File: config.mk
export PLATFORM = sky130hd
export DESIGN_NAME = iob_uart_console_bridge
export DESIGN_NICKNAME = d
export VERILOG_FILES = /design/src/rtl/iob_uart_console_bridge.sv
export SDC_FILE = /design/constraint.sdc
export NUM_CORES = 1
export LEC_CHECK = 0
export CORE_UTILIZATION = 55
export CTS_BUF_LIST = sky130_fd_sc_hd__clkbuf_4
export DETAILED_ROUTE_END_ITERATION = 12
export PLACE_DENSITY_LB_ADDON = 0.15
export SYNTH_ARGS = -nofsm -noshare
export SYNTH_HDL_FRONTEND = slang
export SYNTH_SLANG_ARGS = --single-unit
File: constraint.sdc
create_clock -name clk_i -period 6.3 [get_ports clk_i]
set_input_delay 1.89 -clock clk_i [delete_from_list [all_inputs] [get_ports clk_i]]
set_output_delay 1.89 -clock clk_i [all_outputs]
set_load 0.1 [all_outputs]
File: src/rtl/iob_uart_console_bridge.sv
// -----------------------------------------------------------------------------
// iob_uart_console_bridge
//
// Self-contained console endpoint for the simulation UART (iob_uart). It acts
// as the IOb-native master of that UART: after reset it runs a fixed
// initialisation write sequence, then alternates forever between polling the
// receiver (received bytes are buffered in a small RX FIFO) and polling the
// transmitter (bytes offered on the tx stream are written to TXDATA).
//
// Ports
//   clk_i          system clock
//   rst_i          asynchronous, active-high reset
//   iob_avalid_o   request valid to the UART (held until accepted)
//   iob_addr_o     byte address
//   iob_wdata_o    write data, byte placed in lane addr[1:0]
//   iob_wstrb_o    write strobe, 4'b0000 marks a read
//   iob_rdata_i    read data
//   iob_ready_i    request accepted
//   iob_rvalid_i   read data valid
//   tx_data_i      byte to transmit
//   tx_valid_i     tx byte offered
//   tx_ready_o     tx byte consumed (single-cycle pulse)
//   rx_data_o      RX FIFO head byte
//   rx_valid_o     RX FIFO not empty
//   rx_ready_i     pop RX FIFO head
//   init_done_o    initialisation sequence complete (sticky until reset)
// -----------------------------------------------------------------------------
module iob_uart_console_bridge #(
    parameter int          ADDR_W         = 3,
    parameter int          DATA_W         = 32,
    parameter logic [15:0] DIV            = 16'd16,
    parameter int          RX_FIFO_W      = 2,
    parameter int          SOFTRESET_ADDR = 0,
    parameter int          DIV_ADDR       = 2,
    parameter int          TXDATA_ADDR    = 4,
    parameter int          TXEN_ADDR      = 5,
    parameter int          RXEN_ADDR      = 6,
    parameter int          TXREADY_ADDR   = 0,
    parameter int          RXREADY_ADDR   = 1,
    parameter int          RXDATA_ADDR    = 4
) (
    input  logic              clk_i,
    input  logic              rst_i,
    output logic              iob_avalid_o,
    output logic [ADDR_W-1:0] iob_addr_o,
    output logic [DATA_W-1:0] iob_wdata_o,
    output logic [3:0]        iob_wstrb_o,
    input  logic [DATA_W-1:0] iob_rdata_i,
    input  logic              iob_ready_i,
    input  logic              iob_rvalid_i,
    input  logic [7:0]        tx_data_i,
    input  logic              tx_valid_i,
    output logic              tx_ready_o,
    output logic [7:0]        rx_data_o,
    output logic              rx_valid_o,
    input  logic              rx_ready_i,
    output logic              init_done_o
);

    localparam int                 DEPTH   = 1 << RX_FIFO_W;
    localparam logic [RX_FIFO_W:0] DEPTH_L = (RX_FIFO_W + 1)'(DEPTH);

    localparam logic [ADDR_W-1:0] A_SRST   = ADDR_W'(SOFTRESET_ADDR);
    localparam logic [ADDR_W-1:0] A_DIV    = ADDR_W'(DIV_ADDR);
    localparam logic [ADDR_W-1:0] A_TXDATA = ADDR_W'(TXDATA_ADDR);
    localparam logic [ADDR_W-1:0] A_TXEN   = ADDR_W'(TXEN_ADDR);
    localparam logic [ADDR_W-1:0] A_RXEN   = ADDR_W'(RXEN_ADDR);
    localparam logic [ADDR_W-1:0] A_TXRDY  = ADDR_W'(TXREADY_ADDR);
    localparam logic [ADDR_W-1:0] A_RXRDY  = ADDR_W'(RXREADY_ADDR);
    localparam logic [ADDR_W-1:0] A_RXDATA = ADDR_W'(RXDATA_ADDR);

    typedef enum logic [3:0] {
        INIT_SRST1  = 4'd0,
        INIT_SRST0  = 4'd1,
        INIT_DIV    = 4'd2,
        INIT_TXEN   = 4'd3,
        INIT_RXEN   = 4'd4,
        POLL_RX     = 4'd5,
        RXRDY_WAIT  = 4'd6,
        RD_RX       = 4'd7,
        RD_RX_WAIT  = 4'd8,
        POLL_TX     = 4'd9,
        TXRDY_WAIT  = 4'd10,
        WR_TX       = 4'd11
    } state_t;

    // Byte placed in its 32-bit lane.
    function automatic logic [DATA_W-1:0] lane_wdata(input logic [7:0] b, input logic [1:0] lane);
        return {{(DATA_W - 8){1'b0}}, b} << {lane, 3'b000};
    endfunction

    // Single-byte write strobe for a lane.
    function automatic logic [3:0] lane_wstrb(input logic [1:0] lane);
        return 4'b0001 << lane;
    endfunction

    // Byte extracted from its 32-bit lane.
    function automatic logic [7:0] lane_rdata(input logic [DATA_W-1:0] d, input logic [1:0] lane);
        return d[{lane, 3'b000} +: 8];
    endfunction

    state_t              state_q, state_d;
    logic                avalid_q, avalid_d;
    logic [ADDR_W-1:0]   addr_q, addr_d;
    logic [DATA_W-1:0]   wdata_q, wdata_d;
    logic [3:0]          wstrb_q, wstrb_d;
    logic [7:0]          tx_byte_q, tx_byte_d;
    logic                init_done_q, init_done_d;

    logic [7:0]          fifo_mem_q [DEPTH];
    logic [RX_FIFO_W-1:0] wr_ptr_q, rd_ptr_q;
    logic [RX_FIFO_W:0]  level_q, level_d;

    logic                push_s;
    logic                pop_s;
    logic                tx_ready_s;
    logic [7:0]          rsp_byte_s;

    // The read response lane follows the address still held from the request.
    assign rsp_byte_s = lane_rdata(iob_rdata_i, addr_q[1:0]);
    assign pop_s      = rx_valid_o & rx_ready_i;

    // Next-state, bus request and stream handshake logic.
    // A request is raised only when avalid_q is low in a bus state; after
    // acceptance the FSM always leaves that state, so avalid is low for at
    // least one cycle between consecutive requests.
    always_comb begin
        state_d     = state_q;
        avalid_d    = avalid_q;
        addr_d      = addr_q;
        wdata_d     = wdata_q;
        wstrb_d     = wstrb_q;
        tx_byte_d   = tx_byte_q;
        init_done_d = init_done_q;
        push_s      = 1'b0;
        tx_ready_s  = 1'b0;

        case (state_q)
            INIT_SRST1: begin
                if (!avalid_q) begin
                    avalid_d = 1'b1;
                    addr_d   = A_SRST;
                    wdata_d  = lane_wdata(8'h01, A_SRST[1:0]);
                    wstrb_d  = lane_wstrb(A_SRST[1:0]);
                end else if (iob_ready_i) begin
                    avalid_d = 1'b0;
                    state_d  = INIT_SRST0;
                end else begin
                    avalid_d = 1'b1;
                end
            end
            INIT_SRST0: begin
                if (!avalid_q) begin
                    avalid_d = 1'b1;
                    addr_d   = A_SRST;
                    wdata_d  = lane_wdata(8'h00, A_SRST[1:0]);
                    wstrb_d  = lane_wstrb(A_SRST[1:0]);
                end else if (iob_ready_i) begin
                    avalid_d = 1'b0;
                    state_d  = INIT_DIV;
                end else begin
                    avalid_d = 1'b1;
                end
            end
            INIT_DIV: begin
                // The divisor register spans the upper half-word.
                if (!avalid_q) begin
                    avalid_d = 1'b1;
                    addr_d   = A_DIV;
                    wdata_d  = DATA_W'({DIV, 16'h0000});
                    wstrb_d  = 4'b1100;
                end else if (iob_ready_i) begin
                    avalid_d = 1'b0;
                    state_d  = INIT_TXEN;
                end else begin
                    avalid_d = 1'b1;
                end
            end
            INIT_TXEN: begin
                if (!avalid_q) begin
                    avalid_d = 1'b1;
                    addr_d   = A_TXEN;
                    wdata_d  = lane_wdata(8'h01, A_TXEN[1:0]);
                    wstrb_d  = lane_wstrb(A_TXEN[1:0]);
                end else if (iob_ready_i) begin
                    avalid_d = 1'b0;
                    state_d  = INIT_RXEN;
                end else begin
                    avalid_d = 1'b1;
                end
            end
            INIT_RXEN: begin
                if (!avalid_q) begin
                    avalid_d = 1'b1;
                    addr_d   = A_RXEN;
                    wdata_d  = lane_wdata(8'h01, A_RXEN[1:0]);
                    wstrb_d  = lane_wstrb(A_RXEN[1:0]);
                end else if (iob_ready_i) begin
                    avalid_d    = 1'b0;
                    init_done_d = 1'b1;
                    state_d     = POLL_RX;
                end else begin
                    avalid_d = 1'b1;
                end
            end
            POLL_RX: begin
                // Only poll when the FIFO can take a byte, so a push never
                // lands in a full FIFO.
                if (!avalid_q) begin
                    if (level_q < DEPTH_L) begin
                        avalid_d = 1'b1;
                        addr_d   = A_RXRDY;
                        wdata_d  = '0;
                        wstrb_d  = 4'b0000;
                    end else begin
                        state_d = POLL_TX;
                    end
                end else if (iob_ready_i) begin
                    avalid_d = 1'b0;
                    if (iob_rvalid_i) begin
                        state_d = rsp_byte_s[0] ? RD_RX : POLL_TX;
                    end else begin
                        state_d = RXRDY_WAIT;
                    end
                end else begin
                    avalid_d = 1'b1;
                end
            end
            RXRDY_WAIT: begin
                if (iob_rvalid_i) begin
                    state_d = rsp_byte_s[0] ? RD_RX : POLL_TX;
                end else begin
                    state_d = RXRDY_WAIT;
                end
            end
            RD_RX: begin
                if (!avalid_q) begin
                    avalid_d = 1'b1;
                    addr_d   = A_RXDATA;
                    wdata_d  = '0;
                    wstrb_d  = 4'b0000;
                end else if (iob_ready_i) begin
                    avalid_d = 1'b0;
                    if (iob_rvalid_i) begin
                        push_s  = 1'b1;
                        state_d = POLL_TX;
                    end else begin
                        state_d = RD_RX_WAIT;
                    end
                end else begin
                    avalid_d = 1'b1;
                end
            end
            RD_RX_WAIT: begin
                if (iob_rvalid_i) begin
                    push_s  = 1'b1;
                    state_d = POLL_TX;
                end else begin
                    state_d = RD_RX_WAIT;
                end
            end
            POLL_TX: begin
                // Without an offered byte the bus is left idle this turn.
                if (!avalid_q) begin
                    if (tx_valid_i) begin
                        avalid_d = 1'b1;
                        addr_d   = A_TXRDY;
                        wdata_d  = '0;
                        wstrb_d  = 4'b0000;
                    end else begin
                        state_d = POLL_RX;
                    end
                end else if (iob_ready_i) begin
                    avalid_d = 1'b0;
                    if (iob_rvalid_i) begin
                        if (rsp_byte_s[0] && tx_valid_i) begin
                            tx_ready_s = 1'b1;
                            tx_byte_d  = tx_data_i;
                            state_d    = WR_TX;
                        end else begin
                            state_d = POLL_RX;
                        end
                    end else begin
                        state_d = TXRDY_WAIT;
                    end
                end else begin
                    avalid_d = 1'b1;
                end
            end
            TXRDY_WAIT: begin
                // The byte is only taken if it is still offered when the
                // transmitter reports ready.
                if (iob_rvalid_i) begin
                    if (rsp_byte_s[0] && tx_valid_i) begin
                        tx_ready_s = 1'b1;
                        tx_byte_d  = tx_data_i;
                        state_d    = WR_TX;
                    end else begin
                        state_d = POLL_RX;
                    end
                end else begin
                    state_d = TXRDY_WAIT;
                end
            end
            WR_TX: begin
                if (!avalid_q) begin
                    avalid_d = 1'b1;
                    addr_d   = A_TXDATA;
                    wdata_d  = lane_wdata(tx_byte_q, A_TXDATA[1:0]);
                    wstrb_d  = lane_wstrb(A_TXDATA[1:0]);
                end else if (iob_ready_i) begin
                    avalid_d = 1'b0;
                    state_d  = POLL_RX;
                end else begin
                    avalid_d = 1'b1;
                end
            end
            default: begin
                avalid_d = 1'b0;
                state_d  = INIT_SRST1;
            end
        endcase
    end

    // FSM state and registered bus request.
    always_ff @(posedge clk_i or posedge rst_i) begin
        if (rst_i) begin
            state_q     <= INIT_SRST1;
            avalid_q    <= 1'b0;
            addr_q      <= '0;
            wdata_q     <= '0;
            wstrb_q     <= 4'b0000;
            tx_byte_q   <= 8'h00;
            init_done_q <= 1'b0;
        end else begin
            state_q     <= state_d;
            avalid_q    <= avalid_d;
            addr_q      <= addr_d;
            wdata_q     <= wdata_d;
            wstrb_q     <= wstrb_d;
            tx_byte_q   <= tx_byte_d;
            init_done_q <= init_done_d;
        end
    end

    // FIFO occupancy: a simultaneous push and pop leaves it unchanged.
    always_comb begin
        case ({push_s, pop_s})
            2'b10:   level_d = level_q + (RX_FIFO_W + 1)'(1);
            2'b01:   level_d = level_q - (RX_FIFO_W + 1)'(1);
            default: level_d = level_q;
        endcase
    end

    // RX FIFO storage and pointers (pointers wrap modulo the depth).
    always_ff @(posedge clk_i or posedge rst_i) begin
        if (rst_i) begin
            wr_ptr_q <= '0;
            rd_ptr_q <= '0;
            level_q  <= '0;
            for (int i = 0; i < DEPTH; i++) begin
                fifo_mem_q[i] <= 8'h00;
            end
        end else begin
            level_q <= level_d;
            if (push_s) begin
                fifo_mem_q[wr_ptr_q] <= rsp_byte_s;
                wr_ptr_q             <= wr_ptr_q + RX_FIFO_W'(1);
            end
            if (pop_s) begin
                rd_ptr_q <= rd_ptr_q + RX_FIFO_W'(1);
            end
        end
    end

    assign iob_avalid_o = avalid_q;
    assign iob_addr_o   = addr_q;
    assign iob_wdata_o  = wdata_q;
    assign iob_wstrb_o  = wstrb_q;
    assign tx_ready_o   = tx_ready_s;
    assign rx_data_o    = fifo_mem_q[rd_ptr_q];
    assign rx_valid_o   = (level_q != '0);
    assign init_done_o  = init_done_q;

endmodule

==> Flow_metrics.wiki, run 1 <==
{| class="wikitable"
! Metric !! Value
|-
| Clock tree from TritonCTS || built
|-
| Prevailing post-synth register cell || dfrtp_1
|-
| Post-Route WL || 7940 um
|-
| Cell type with the largest total area after synthesis || dfrtp_1
|-
| Dpl cell area || 4520 sq um
|-
| Initial DRT Pass Iterations || 4
|-
| Post-layout min period || 5.44 ns
|-
| Top achievable clock speed || 0.184 GHz
|-
| Reported leakage power || 0.00208 uW
|-
| Chip Width || 85.3 um
|-
| Depth of the worst register-to-register path || 5
|-
| WS Path Type || in2out
|-
| TritonCTS Sinks || 71
|-
| Remaining antenna violation count after routing || 0
|-
| Full die area || 7280 sq um
|-
| Total track usage || 0.230
|-
| Biggest area contributors in the synthesized netlist || dfrtp_1, mux2_2, mux4_2
|-
| Number of nets in the layout || 444
|-
| Internal reg-to-reg setup slack || 3.47 ns
|-
| Critical path fanouts, max || 9
|-
| Wire length of the first global-routing pass || 12700 um
|-
| Post-CTS setup-driven buffer insertion count || 0
|-
| Kind of start point of the critical path || primary input
|-
| Core box area || 6760 sq um
|-
| Final setup skew || 0.0233 ns
|-
| Fin cells || 477
|-
| Remaining max-slew budget at the tightest pin || 0.259
|-
| Remaining routing DRC violations || 0
|-
| Via density per instance || 5.72
|-
| Cell Area, Synth || 3820 sq um
|-
| Via count of the first global-routing pass || 2611
|-
| Cells along the critical path || clkdlybuf4s50_1 > mux4_2 > nand2_1 > nor3_1 > o211a_1 > buf_12
|-
| Non-Filler Cell Area, Final || 4660 sq um
|-
| Total clock buffers created by CTS || 9
|-
| Worst-case hold path end point || level_q[0]
|-
| Synthesis Warnings || 0
|-
| Number of placed I/O pins || 97
|-
| Slowest cell on crit path || clkdlybuf4s50_1
|-
| Hold Slack || 0.485 ns
|-
| Crit path capture type || output pin
|-
| Final number of max-transition violations || 0
|-
| GRT Residual Overflow || 0
|-
| Synthesis-to-layout area growth || 22.1%
|-
| Most used standard cell by instance count after synthesis || dfrtp_1
|-
| Final hold violation count || 0
|-
| Antenna Diode Count || 0
|-
| Flop and latch count out of synthesis || 71
|-
| Worst EP required || 4.41 ns
|-
| Inst Count DP || 461
|-
| Number of vias after detailed routing || 2729
|-
| Total of cells resized after clock tree synthesis || 0
|-
| Filler cell count in the final layout || 554
|-
| Power density cells || 565 nW/um^2
|-
| Hold wc startpoint || level_q[0]
|-
| Final period util || 0.864
|-
| Initial Utilization || 0.565
|-
| Synth unique cells || 55
|-
| Reg-to-reg critical path endpoint || iob_wstrb_o[2]
|-
| Number of synthesized flops with an enable pin || 0
|-
| Root cell of the clock tree || clkbuf_4
|-
| Count of H-tree levels built during CTS || 3
|-
| Async set or reset register ratio after synthesis || 1.00
|-
| Setup repair after global routing missed its margin || false
|-
| Clock latency reported for the late side of the worst-skew pair || 0.42 ns
|-
| # Max-Cap Violations || 0
|-
| Pin count of the biggest net entering global routing || 51
|-
| Number of cell rows || 30
|-
| Placed wire-length estimate || 5710 um
|-
| Die height || 85.3 um
|-
| Initial antenna violation count || 0
|-
| Final setup violation count || 0
|-
| Peak ir drop on the vdd network || 444 uV
|-
| Sequential fraction of the synthesis area || 0.465
|-
| Reg-to-reg critical path startpoint || state_q[1]
|-
| Buffers on Ports || 75
|-
| Kind of path behind the tightest hold check || reg2reg
|-
| Clock Pin Slew Worst Setup and Hold Paths || 0.13 ns
|-
| Outcome || finished clean
|-
| Average instance area after synthesis || 11.8 sq um
|-
| Routability Congestion || 0.910
|-
| Setup TNS after final layout || 0 ns
|-
| # hold bufs at CTS || 0
|-
| Top cell type's share of synthesized area || 0.465
|-
| Crit path largest cell delay || 0.50 ns
|-
| Mean routed wirelength per cell || 16.7 um
|-
| Worst Max-Slew Pin Slew || 1.11 ns
|-
| Share of layout cells above drive strength 1 || 0.196
|-
| Clock buffer depth || 2
|-
| Number of instances in the synthesized netlist || 323
|-
| DRT iter0 DRCs || 89
|-
| Commonest cells in the synthesized netlist || dfrtp_1, mux2_2, nand2_1, buf_4, o21ai_0
|-
| CP arrival || 3.55 ns
|-
| Worst hold stages || 1
|}
## kinds of logic after synthesis
kind of cell,share of synthesized area
simple gates,0.0927
other cells,0.000982
buf+inv,0.0793
fa+ha+maj,0.0216
xor+xnor,0.0161
mux,0.227
compound gates,0.0976
flops,0.465
## power by group
group	internal, uW	switching (uW)	total, uW
Combinational	506	1010	1520
Clock	121	169	290
Sequential	644	179	823
## through the flow
step / power [uW] / worst slack (ns) / util
after global placement: 2330 / 0.909 / 0.670
final: 2630 / 0.857 / 0.690
after detailed placement: 2350 / 0.878 / 0.670
after global routing: 2770 / 0.797 / 0.690
after CTS: 2640 / 0.868 / 0.690
after floorplan: 2050 / 1.53 / -
## layer usage
metal | GRT usage | wire length [um]
met3 | 0.0730 | 498
met1 | 0.299 | 3510
met2 | 0.370 | 3830
met5 | 0 | 0
met4 | 0.0727 | 102
## sequential cells by signal, indices dropped and copies added, names as in the netlist
signal,cells
fifo_mem_q,32
iob_wdata_o,11
tx_byte_q,8
iob_wstrb_o,4
state_q,4
iob_addr_o,3
level_q,3
rd_ptr_q,2
wr_ptr_q,2
init_done_o,1
iob_avalid_o,1
## cells in the final DEF (no fill, tap or decap), types with 3 or more instances in the layout
cell type        instances
conb_1                  21
nor2_1                   9
mux4_2                  10
o21ai_0                 19
o31ai_1                  3
dfrtp_1                 71
nor2b_1                  4
nand2b_1                 5
nand2_1                 32
xnor2_1                  5
clkbuf_4                 9
ha_1                     5
inv_1                   12
a21o_1                   6
nor3_1                   7
a21oi_1                  5
mux4_1                   6
buf_4                    3
mux2_2                  41
clkdlybuf4s50_1         74
nand2_2                  4
## critical path, delay by kind of cell
kind	cells	cell delay (ns)
AOI/OAI and AO/OA	1	0.31
buffers and inverters	2	0.70
muxes	1	0.36
and+or+nand+nor	2	0.29
## final cells by class
class                   instances  area, sq um  area share
repair buffers                 78          783       0.168
multi-input cells             219         1820       0.389
clock inverters                 7         71.3      0.0153
inverters                      13         48.8      0.0105
well taps                      80          100      0.0215
clock buffers                   9         67.6      0.0145
flip-flops and latches         71         1780       0.381
## worst max-delay path by stage
stage	endpoint	slack (ns)	from
floorplan	tx_ready_o	1.53	iob_rdata_i[24]
global placement	tx_ready_o	0.91	iob_rdata_i[0]
detailed placement	tx_ready_o	0.88	iob_rdata_i[0]
CTS	tx_ready_o	0.87	iob_rdata_i[0]
global route	tx_ready_o	0.80	iob_rdata_i[0]
finish	tx_ready_o	0.86	iob_rdata_i[0]
No activity file was read; power rests on OpenSTA's default activity.
==> run 2: changes to the inputs <==
- CTS_CLUSTER_SIZE: default -> 12
==> results of run 2 <==
Final layout, timing and power as in run 1 (identical DEF).
